`src/rtl/ring_input_vc_buffer_if.sv`:
```
// ring_input_vc_buffer_if
//   Bundles every signal of one ring-router input port except clock and reset.
//   slave  : seen by the buffer (takes upstream flits and grants, drives ready,
//            requests, head flits, occupancy and the error flag).
//   master : seen by the surrounding router / bench (the reverse directions).
//   Signals:
//     polarity      router phase; 1 = write odd/read even, 0 = write even/read odd
//     si, ri, di    upstream send-valid, ready and flit
//     req_*_even/odd, gnt_*_even/odd   per-VC fwd/PE requests and their grants
//     dout_even/odd head flits (hop-adjusted when forwarded)
//     cnt_even/odd  per-VC occupancy
//     err           sticky protocol-error flag
interface ring_input_vc_buffer_if #(
    parameter int unsigned DATA_WIDTH = 64,
    parameter int unsigned DEPTH      = 8
);
    localparam int unsigned CNT_W = $clog2(DEPTH) + 1;

    logic                  polarity;
    logic                  si;
    logic                  ri;
    logic [DATA_WIDTH-1:0] di;
    logic                  req_fwd_even;
    logic                  req_pe_even;
    logic                  req_fwd_odd;
    logic                  req_pe_odd;
    logic                  gnt_fwd_even;
    logic                  gnt_pe_even;
    logic                  gnt_fwd_odd;
    logic                  gnt_pe_odd;
    logic [DATA_WIDTH-1:0] dout_even;
    logic [DATA_WIDTH-1:0] dout_odd;
    logic [CNT_W-1:0]      cnt_even;
    logic [CNT_W-1:0]      cnt_odd;
    logic                  err;

    modport slave (
        input  polarity, si, di,
        input  gnt_fwd_even, gnt_pe_even, gnt_fwd_odd, gnt_pe_odd,
        output ri,
        output req_fwd_even, req_pe_even, req_fwd_odd, req_pe_odd,
        output dout_even, dout_odd, cnt_even, cnt_odd, err
    );

    modport master (
        output polarity, si, di,
        output gnt_fwd_even, gnt_pe_even, gnt_fwd_odd, gnt_pe_odd,
        input  ri,
        input  req_fwd_even, req_pe_even, req_fwd_odd, req_pe_odd,
        input  dout_even, dout_odd, cnt_even, cnt_odd, err
    );
endinterface

```
`src/rtl/ring_input_vc_buffer.sv`:
```
// ring_input_vc_buffer
//   Ring-router input port with two virtual channels (even = index 0, odd = index 1),
//   each a DEPTH-flit FIFO. polarity picks the write VC (odd when 1) and the read VC
//   (even when 1), so a VC is never pushed and popped in the same cycle. The head of
//   the read VC requests the PE output when its hop field is zero, otherwise the
//   forward output with the hop field decremented on dout. Used for both cw and ccw.
//   Ports:
//     clk  rising-edge clock
//     rst  asynchronous active-high reset (pointers, counts, err; not the memory)
//     bus  ring_input_vc_buffer_if.slave (handshake, requests/grants, heads, status)
module ring_input_vc_buffer #(
    parameter int unsigned DATA_WIDTH = 64,
    parameter int unsigned DEPTH      = 8,
    parameter int unsigned HOP_LSB    = 48,
    parameter int unsigned HOP_W      = 8
) (
    input logic                   clk,
    input logic                   rst,
    ring_input_vc_buffer_if.slave bus
);
    localparam int unsigned PTR_W = $clog2(DEPTH);
    localparam int unsigned CNT_W = PTR_W + 1;
    localparam logic [CNT_W-1:0] FULL_CNT = CNT_W'(DEPTH);

    if (DEPTH < 2 || (DEPTH & (DEPTH - 1)) != 0) begin : g_bad_depth
        $error("DEPTH must be a power of 2 and >= 2");
    end
    if (HOP_LSB + HOP_W > DATA_WIDTH) begin : g_bad_hop
        $error("hop field does not fit in the flit");
    end

    // Storage and state, indexed [0] = even VC, [1] = odd VC.
    logic [DATA_WIDTH-1:0] mem_q    [2][DEPTH];
    logic [PTR_W-1:0]      wr_ptr_q [2];
    logic [PTR_W-1:0]      rd_ptr_q [2];
    logic [CNT_W-1:0]      cnt_q    [2];
    logic [CNT_W-1:0]      cnt_d    [2];
    logic                  err_q;
    logic                  err_d;

    logic [1:0]            wr_sel;
    logic [1:0]            rd_sel;
    logic [1:0]            full;
    logic [1:0]            empty;
    logic [1:0]            push;
    logic [1:0]            pop;
    logic [1:0]            req_fwd;
    logic [1:0]            req_pe;
    logic [1:0]            gnt_fwd;
    logic [1:0]            gnt_pe;
    logic [1:0]            bad_gnt;
    logic                  drop;
    logic [DATA_WIDTH-1:0] head     [2];
    logic [DATA_WIDTH-1:0] dout     [2];
    logic [HOP_W-1:0]      hop      [2];

    // Per-VC status, requests, head flits and pop/push decisions.
    always_comb begin
        wr_sel  = {bus.polarity, ~bus.polarity};
        rd_sel  = {~bus.polarity, bus.polarity};
        gnt_fwd = {bus.gnt_fwd_odd, bus.gnt_fwd_even};
        gnt_pe  = {bus.gnt_pe_odd, bus.gnt_pe_even};
        full    = '0;
        empty   = '0;
        push    = '0;
        pop     = '0;
        req_fwd = '0;
        req_pe  = '0;
        bad_gnt = '0;
        for (int v = 0; v < 2; v++) begin
            full[v]  = (cnt_q[v] == FULL_CNT);
            empty[v] = (cnt_q[v] == '0);
            head[v]  = mem_q[v][rd_ptr_q[v]];
            hop[v]   = head[v][HOP_LSB +: HOP_W];

            // Only the non-empty read VC may request.
            req_fwd[v] = rd_sel[v] && !empty[v] && (hop[v] != '0);
            req_pe[v]  = rd_sel[v] && !empty[v] && (hop[v] == '0);

            dout[v] = '0;
            if (!empty[v]) begin
                dout[v] = head[v];
                if (hop[v] != '0) begin
                    dout[v][HOP_LSB +: HOP_W] = hop[v] - HOP_W'(1);
                end
            end

            // A dual grant still pops once: at most one of the two can match.
            pop[v]     = (gnt_fwd[v] && req_fwd[v]) || (gnt_pe[v] && req_pe[v]);
            bad_gnt[v] = (gnt_fwd[v] && !req_fwd[v]) || (gnt_pe[v] && !req_pe[v]);
            push[v]    = bus.si && wr_sel[v] && !full[v];
        end
        drop  = bus.si && |(wr_sel & full);
        err_d = err_q || drop || (|bad_gnt);
        for (int v = 0; v < 2; v++) begin
            cnt_d[v] = cnt_q[v];
            if (push[v]) begin
                cnt_d[v] = cnt_q[v] + CNT_W'(1);
            end else if (pop[v]) begin
                cnt_d[v] = cnt_q[v] - CNT_W'(1);
            end
        end
    end

    // Flit storage is deliberately left out of reset.
    always_ff @(posedge clk) begin
        for (int v = 0; v < 2; v++) begin
            if (push[v]) begin
                mem_q[v][wr_ptr_q[v]] <= bus.di;
            end
        end
    end

    // Pointers wrap naturally because DEPTH is a power of 2.
    always_ff @(posedge clk or posedge rst) begin
        if (rst) begin
            for (int v = 0; v < 2; v++) begin
                wr_ptr_q[v] <= '0;
                rd_ptr_q[v] <= '0;
                cnt_q[v]    <= '0;
            end
            err_q <= 1'b0;
        end else begin
            for (int v = 0; v < 2; v++) begin
                if (push[v]) begin
                    wr_ptr_q[v] <= wr_ptr_q[v] + PTR_W'(1);
                end
                if (pop[v]) begin
                    rd_ptr_q[v] <= rd_ptr_q[v] + PTR_W'(1);
                end
                cnt_q[v] <= cnt_d[v];
            end
            err_q <= err_d;
        end
    end

    assign bus.ri           = ~|(wr_sel & full);
    assign bus.req_fwd_even = req_fwd[0];
    assign bus.req_pe_even  = req_pe[0];
    assign bus.req_fwd_odd  = req_fwd[1];
    assign bus.req_pe_odd   = req_pe[1];
    assign bus.dout_even    = dout[0];
    assign bus.dout_odd     = dout[1];
    assign bus.cnt_even     = cnt_q[0];
    assign bus.cnt_odd      = cnt_q[1];
    assign bus.err          = err_q;
endmodule
```
`src/flat_wrapper.sv`:
```
// flat-port wrapper written by rule: the top's interface ports become plain ports
module ring_input_vc_buffer_flat 
#(
    parameter int unsigned DATA_WIDTH = 64,
    parameter int unsigned DEPTH      = 8,
    parameter int unsigned HOP_LSB    = 48,
    parameter int unsigned HOP_W      = 8
)
  (clk, rst, bus_polarity, bus_si, bus_di, bus_gnt_fwd_even, bus_gnt_pe_even, bus_gnt_fwd_odd, bus_gnt_pe_odd, bus_ri, bus_req_fwd_even, bus_req_pe_even, bus_req_fwd_odd, bus_req_pe_odd, bus_dout_even, bus_dout_odd, bus_cnt_even, bus_cnt_odd, bus_err);
  ring_input_vc_buffer_if #(.DATA_WIDTH(DATA_WIDTH), .DEPTH(DEPTH)) bus_i ();
  input logic clk;
  input logic rst;
  input wire logic [$bits(bus_i.polarity)-1:0] bus_polarity;
  input wire logic [$bits(bus_i.si)-1:0] bus_si;
  input wire logic [$bits(bus_i.di)-1:0] bus_di;
  input wire logic [$bits(bus_i.gnt_fwd_even)-1:0] bus_gnt_fwd_even;
  input wire logic [$bits(bus_i.gnt_pe_even)-1:0] bus_gnt_pe_even;
  input wire logic [$bits(bus_i.gnt_fwd_odd)-1:0] bus_gnt_fwd_odd;
  input wire logic [$bits(bus_i.gnt_pe_odd)-1:0] bus_gnt_pe_odd;
  output wire logic [$bits(bus_i.ri)-1:0] bus_ri;
  output wire logic [$bits(bus_i.req_fwd_even)-1:0] bus_req_fwd_even;
  output wire logic [$bits(bus_i.req_pe_even)-1:0] bus_req_pe_even;
  output wire logic [$bits(bus_i.req_fwd_odd)-1:0] bus_req_fwd_odd;
  output wire logic [$bits(bus_i.req_pe_odd)-1:0] bus_req_pe_odd;
  output wire logic [$bits(bus_i.dout_even)-1:0] bus_dout_even;
  output wire logic [$bits(bus_i.dout_odd)-1:0] bus_dout_odd;
  output wire logic [$bits(bus_i.cnt_even)-1:0] bus_cnt_even;
  output wire logic [$bits(bus_i.cnt_odd)-1:0] bus_cnt_odd;
  output wire logic [$bits(bus_i.err)-1:0] bus_err;
  assign bus_i.polarity = bus_polarity;
  assign bus_i.si = bus_si;
  assign bus_i.di = bus_di;
  assign bus_i.gnt_fwd_even = bus_gnt_fwd_even;
  assign bus_i.gnt_pe_even = bus_gnt_pe_even;
  assign bus_i.gnt_fwd_odd = bus_gnt_fwd_odd;
  assign bus_i.gnt_pe_odd = bus_gnt_pe_odd;
  assign bus_ri = bus_i.ri;
  assign bus_req_fwd_even = bus_i.req_fwd_even;
  assign bus_req_pe_even = bus_i.req_pe_even;
  assign bus_req_fwd_odd = bus_i.req_fwd_odd;
  assign bus_req_pe_odd = bus_i.req_pe_odd;
  assign bus_dout_even = bus_i.dout_even;
  assign bus_dout_odd = bus_i.dout_odd;
  assign bus_cnt_even = bus_i.cnt_even;
  assign bus_cnt_odd = bus_i.cnt_odd;
  assign bus_err = bus_i.err;
  ring_input_vc_buffer #(.DATA_WIDTH(DATA_WIDTH), .DEPTH(DEPTH), .HOP_LSB(HOP_LSB), .HOP_W(HOP_W)) u_core (.clk(clk), .rst(rst), .bus(bus_i));
endmodule
```
`config.mk`:
```
export PLATFORM = sky130hd
export DESIGN_NAME = ring_input_vc_buffer_flat
export DESIGN_NICKNAME = d
export VERILOG_FILES = /design/src/rtl/ring_input_vc_buffer_if.sv /design/src/rtl/ring_input_vc_buffer.sv /design/src/flat_wrapper.sv
export SDC_FILE = /design/constraint.sdc
export NUM_CORES = 1
export LEC_CHECK = 0
export CAP_MARGIN = 30
export CELL_PAD_IN_SITES_DETAIL_PLACEMENT = 0
export CELL_PAD_IN_SITES_GLOBAL_PLACEMENT = 1
export CORE_MARGIN = 2
export CORE_UTILIZATION = 53
export CTS_CLUSTER_SIZE = 14
export DETAILED_ROUTE_END_ITERATION = 16
export PLACE_DENSITY = 0.89
export SYNTH_ARGS = -nofsm -noshare
export SYNTH_HDL_FRONTEND = slang
export SYNTH_SLANG_ARGS = --single-unit
```
`constraint.sdc`:
```
create_clock -name clk -period 9.9 [get_ports clk]
set_clock_uncertainty 0.1 [all_clocks]
set_input_delay 1.98 -clock clk [delete_from_list [all_inputs] [get_ports clk]]
set_output_delay 1.98 -clock clk [all_outputs]
set_load 0.1 [all_outputs]
```
### Word level (Yosys, flattened, before mapping)

Memory sizes are Yosys's and may differ from the RTL's.
Index checks and enable logic that the tools add are counted.

| operators by class | value |
|---|---|
| add/sub/neg operators | 10 |
| $lt $le $gt $ge | 6 |
| eq/ne operators | 2 |
| muxes and demuxes | 25 |
| bitwise logic cells | 6 |
| reductions and logical operators | 47 |

Operator list:

| cell | number |
|---|---|
| two-way mux 512 bit | 4 |
| two-way mux 64 bit | 8 |
| OR reduction 512 bit | 1 |
| binary-select mux 64 bit (select 3 bit) | 2 |
| demux 64 bit (select 3 bit) | 2 |
| logical AND 1 bit | 21 |
| >= comparator 4 bit (second input constant) | 4 |
| logical NOT 8 bit | 2 |
| two-way mux 4 bit | 4 |
| two-way mux 8 bit | 2 |
| NOT 3 -> 4 bit | 4 |
| nonzero test 8 bit | 2 |
| subtractor 8 x 1 -> 8 bit (second input constant) | 2 |
| adder 3 x 1 -> 3 bit (second input constant) | 4 |
| logical NOT 1 bit | 9 |
| adder 4 x 1 -> 4 bit (second input constant) | 2 |
| == test 4 bit (second input constant) | 2 |
| logical NOT 4 bit | 2 |
| less-than comparator 4 x 1 -> 1 bit (second input constant) | 2 |
| subtractor 4 x 1 -> 4 bit (second input constant) | 2 |
| logical OR 1 bit | 6 |
| nonzero test 2 bit | 2 |
| OR reduction 2 bit | 2 |
| two-way mux 1 bit | 3 |
| 2 further kinds | 2 |

| storage, ports and cells | value |
|---|---|
| register bits after elaboration | 21 |
| memory bits (writable) | 1,024 |
| input port bits | 72 |
| memories | 1 |

Memory list:

| name | depth | bits a word | rd ports | clocked after memory_dff | write ports | line | source |
|---|---|---|---|---|---|---|---|
| u_core.mem_q | 2 | 512 | 2 | 0 | 1 | ring_input_vc_buffer.sv:33 | `logic [DATA_WIDTH-1:0] mem_q [2][DEPTH];` |

### Depth between registers and ports, before layout

| depth | value |
|---|---|
| word-level depth | 11 |
| gate-level depth with buffers | 10 |
| depth with buffers taken out | 10 |

### Worst setup path before layout

OpenSTA, ideal clock, no wires.

| path | value |
|---|---|
| path type | in2reg |
| start point | input bus_polarity |
| end point | memory u_core.mem_q[0][320] in the netlist's numbering, enable pin |
| setup time | 0.666 ns |
| arrival time | 9.706 ns |
| data required time | 9.134 ns |
| path slack | -0.572 ns |
| cell stages on the path | 4 |
| cells stage by stage | buf_4 a211oi_1 inv_1 nor4b_1 |

| on the way | value |
|---|---|
| cells in the longest elaborated chain, start to end | 6 |

Ends and longest elaborated chain:

| what | line | source |
|---|---|---|
| start: declaration | flat_wrapper.sv:13 | `input wire logic [$bits(bus_i.polarity)-1:0] bus_polarity;` |
| logical AND 1 bit / NOT 1 bit (equally long branches) | ring_input_vc_buffer.sv:91, ring_input_vc_buffer.sv:59 |  |
| logical AND 1 bit | ring_input_vc_buffer.sv:91 | `push[v] = bus.si && wr_sel[v] && !full[v];` |
| two-way mux 1 bit / logical AND 1 bit (equally long branches) | ring_input_vc_buffer.sv:108, ring_input_vc_buffer.sv:91 |  |
| two-way mux 512 bit (implied by the code) / two-way mux 1 bit (equally long branches) | ring_input_vc_buffer.sv:109, ring_input_vc_buffer.sv:108 |  |
| OR reduction 512 bit (no line) / two-way mux 512 bit (equally long branches) | - |  |
| two-way mux 1 bit (no line) / two-way mux 512 bit (equally long branches) | - |  |
| end: declaration | ring_input_vc_buffer.sv:33 |  |

Several ways; a longest one is shown, not always the timed one.

### Worst setup path in the final report

| path | value |
|---|---|
| start point | register u_core.rd_ptr_q[1] in the netlist's numbering |
| end point | output bus_dout_odd[49] |

| on the way | value |
|---|---|
| cells in the longest elaborated chain, start to end | 7 |

Ends and longest elaborated chain:

| what | line | source |
|---|---|---|
| start: declaration | ring_input_vc_buffer.sv:35 | `logic [PTR_W-1:0] rd_ptr_q [2];` |
| start signal: indexed assignment | ring_input_vc_buffer.sv:129 | `rd_ptr_q[v] <= rd_ptr_q[v] + PTR_W'(1);` |
| NOT 3 -> 4 bit (implied by the code) (*) | ring_input_vc_buffer.sv:73 | `head[v] = mem_q[v][rd_ptr_q[v]];` |
| binary-select mux 64 bit (select 3 bit) (*) | ring_input_vc_buffer.sv:73 |  |
| two-way mux 64 bit (implied by the code) (*) (2 in a row) | ring_input_vc_buffer.sv:73 |  |
| subtractor 8 x 1 -> 8 bit / nonzero test 8 bit (equally long branches) | ring_input_vc_buffer.sv:84, ring_input_vc_buffer.sv:83 |  |
| two-way mux 8 bit (*) | ring_input_vc_buffer.sv:83 | `if (hop[v] != '0) begin` |
| two-way mux 64 bit (*) | ring_input_vc_buffer.sv:81 | `if (!empty[v]) begin` |
| end: declaration | flat_wrapper.sv:26 | `output wire logic [$bits(bus_i.dout_odd)-1:0] bus_dout_odd;` |

Mark *: on every way between the ends. The rest lies on a longest branch, timed or not. The select of a mux whose other input is x is not followed.

==> results.sh <==
export IMPL_gp_congestion=0.742
export IMPL_clock_latency_ns=0.67
export IMPL_period_minus_slack_ns=7.38
export IMPL_clock_fmax_ghz=0.136
export IMPL_max_stage_delay_ns=1.20
export IMPL_syn2layout_area_growth_pct=17.7
export IMPL_synth_nets=1875
export IMPL_critPathLaunch="u_core.rd_ptr_q[1]$_DFFE_PP0P_"
export IMPL_worst_pin_slew_ns=1.02
export IMPL_critPathTopFamily="buffers and inverters"
export IMPL_synth_cell_area_sq_mm=0.0404
export IMPL_rr_startpoint="u_core.rd_ptr_q[4]$_DFFE_PP0P_"
export IMPL_arrival_ns=5.30
export IMPL_setup_viol=0
export IMPL_antenna_found_initial=1
export IMPL_grt_pass1_wl_mm=134
export IMPL_start_util_pct=53.4
export IMPL_place_detailed_hpwl_mm=50.7
export IMPL_htree_levels=3
export IMPL_worst_path_max_delay_cell="clkdlybuf4s50_1"
export IMPL_final_nets=2161
export IMPL_cts_buffers=101
export IMPL_ant_nets=0
export IMPL_slew_headroom_pct=31.6
export IMPL_run_status="finished, final reports clean"
export IMPL_fp_dieW_um=280
export IMPL_yosysUniqueCellTypes=50
export IMPL_ios=214
export IMPL_cts_resized=0
export IMPL_hold_violations=0
export IMPL_synth_seq_cells=1045
export IMPL_ys_seq_area_share_pct=77.4
export IMPL_syn_avg_cell_area_sq_um=22.6
export IMPL_cts_tree="done"
export IMPL_drt_iter0_drc=2053
export IMPL_grt_ovfl_total=0
export IMPL_crit_buf_inv=3
export IMPL_fin_setup_tns_ns=0
export IMPL_core_area_sq_mm=0.0757
export IMPL_fillers=4896
export IMPL_synth_warning_count=0
export IMPL_rsz0062_at_grt="no"
export IMPL_track_usage_pct=23.6
export IMPL_endpoint_kind="output port"
export IMPL_drive_gt1_share_pct=23.1
export IMPL_grt_pass1_vias=20400
export IMPL_netlist_instances=1789
export IMPL_hp_class="reg -> reg"
export IMPL_routed_wl_mm=91.0
export IMPL_setup_worst_path_class="reg -> out"
export IMPL_route_detailed_drc=0
export IMPL_fp_row_count=101
export IMPL_clk_path_buf_depth=3
export IMPL_vias_per_cell=6.21
export IMPL_cts_clk_slew_worst_paths_ns=0.06
export IMPL_worstPathCellList="buf_4, buf_16, mux4_2, mux2i_4, nand4_4, nor2_8, nor2b_1, a211oi_1, clkdlybuf4s50_1"
export IMPL_diodes=0
export IMPL_wl_met3_mm=5.85
export IMPL_holdCritStartpoint="u_core.bus.err$_DFF_PP0_"
export IMPL_wl_met1_mm=35.1
export IMPL_required_ns=7.82
export IMPL_drv_slew=0
export IMPL_cts_num_sinks=1045
export IMPL_drt_pass1_iterations=5
export IMPL_wire_per_inst_um=29.0
export IMPL_fin_crit_sh_pct=74.5
export IMPL_worstPathMaxFanout=56
export IMPL_grt_max_degree=57
export IMPL_met2_length_mm=47.8
export IMPL_io_buffer_count=213
export IMPL_die_h_um=280
export IMPL_routed_top_layer="met5"
export IMPL_cts_setup_buffers=0
export IMPL_root_buffer="clkbuf_16"
export IMPL_num_vias=19500
export IMPL_die_area_sq_mm=0.0784
export IMPL_drv_cap=0
export IMPL_start_kind="flip-flop"
export IMPL_hold_buffers=0
-- kinds of logic after synthesis --
| kind of cell | count (synthesis) | share of synthesized area (%) |
|---|---|---|
| flip-flops | 1045 | 77.4 |
| multiplexers | 393 | 18.0 |
| XOR/XNOR | 26 | 0.564 |
| adder cells (fa/ha/maj) | 14 | 0.471 |
| AND/OR/NAND/NOR | 202 | 2.26 |
| buffers and inverters | 93 | 0.967 |
| AO/OA/AOI/OAI | 16 | 0.310 |
-- synthesized netlist by cell type (all sizes together) --
cell / count / area (sq um)
edfxtp: 1024 / 30700
mux4: 256 / 5790
nor2: 138 / 542
mux2i: 128 / 1350
clkbuf: 46 / 173
buf: 41 / 195
dfrtp: 21 / 526
nand2: 19 / 71.3
xnor2: 17 / 149
ha: 12 / 150
nor3: 12 / 60.1
mux2: 9 / 128
xor2: 9 / 78.8
inv: 5 / 18.8
nand3: 5 / 25.0
nor4: 5 / 31.3
a21oi: 4 / 35.0
and2: 4 / 26.3
nand4: 4 / 46.3
nor3b: 4 / 30.0
nor4b: 4 / 35.0
a211oi: 3 / 22.5
nor2b: 3 / 18.8
a21o: 2 / 15.0
a31oi: 2 / 12.5
and3: 2 / 12.5
fa: 2 / 40.0
a31o: 1 / 8.76
clkinv: 1 / 3.75
nand2b: 1 / 6.26
o2111ai: 1 / 8.76
o21a: 1 / 7.51
o22ai: 1 / 6.26
o2bb2ai: 1 / 8.76
or2: 1 / 6.26
-- layout by cell type, fill, tap and decap left out, drive strengths merged, types with 12 or more instances in the layout --
cell type	count
edfxtp	1024
mux4	256
clkdlybuf4s50	213
nor2	138
mux2i	128
clkbuf	121
buf	57
clkinv	48
dfrtp	21
nand2	19
xnor2	17
ha	12
nor3	12
-- routing by layer --
metal / up-vias / global-route usage (%)
met5: - / 0
met4: 2 / 6.88
li1: 8025 / -
met3: 156 / 3.16
met2: 882 / 40.6
met1: 10400 / 31.9
-- cell type report --
| cell class | count | area (sq um) | share of cell area (%) |
|---|---|---|---|
| sequential | 1045 | 31300 | 65.9 |
| multi-input combinational | 651 | 8880 | 18.7 |
| timing repair buffer | 270 | 2800 | 5.89 |
| clock buffer | 121 | 2660 | 5.59 |
| tap | 978 | 1220 | 2.57 |
| clock inverter | 67 | 651 | 1.37 |
| inverter | 6 | 22.5 | 0.0474 |
-- worst register-to-register path, cell delays in order, from the launching register on --
cell and delay, ns:
dfrtp_4 0.90, buf_4 0.76, mux4_1 0.41, mux2i_1 0.52, nand4_2 0.27, nor2_4 0.29
mux2_4 0.39, and2_2 0.21, mux2_1 0.31
-- sequential cells by signal, indices dropped and copies added (netlist names) --
name and flops:
u_core.wr_ptr_q 6, u_core.rd_ptr_q 6, u_core.bus.cnt_odd 4, u_core.mem_q 1024, u_core.bus.cnt_even 4, u_core.bus.err 1
-- stage by stage --
stage	std cells	hold slack (ns)	util, %	area (sq um)	setup WS, ns
global route	3138	0.420	62.8	47500	2.27
global placement	2937	0.367	58.0	43900	2.64
CTS	3137	0.392	62.7	47500	2.49
detailed placement	2949	0.378	58.4	44200	3.19
finish	3138	0.386	62.8	47500	2.52
floorplan	1789	0.457	-	40400	0.389
-- worst paths after layout --
| path | to | slack, ns | depth (start not counted) |
|---|---|---|---|
| worst max-delay path | bus_dout_odd[49] | 2.52 | 9 |
| worst min-delay path | u_core.bus.err$_DFF_PP0_ | 0.39 | 2 |
| worst max register to register | u_core.rd_ptr_q[4]$_DFFE_PP0P_ | 5.64 | 8 |
| worst min register to register | u_core.bus.err$_DFF_PP0_ | 0.39 | 2 |
| max in group asynchronous | u_core.rd_ptr_q[5]$_DFFE_PP0P_ | 7.90 | 3 |
| min in group asynchronous | u_core.bus.err$_DFF_PP0_ | 1.61 | 3 |
Power is left out: the tool's default activity adds up to more than one toggle a clock period on the data nets, which glitch-free logic cannot reach.
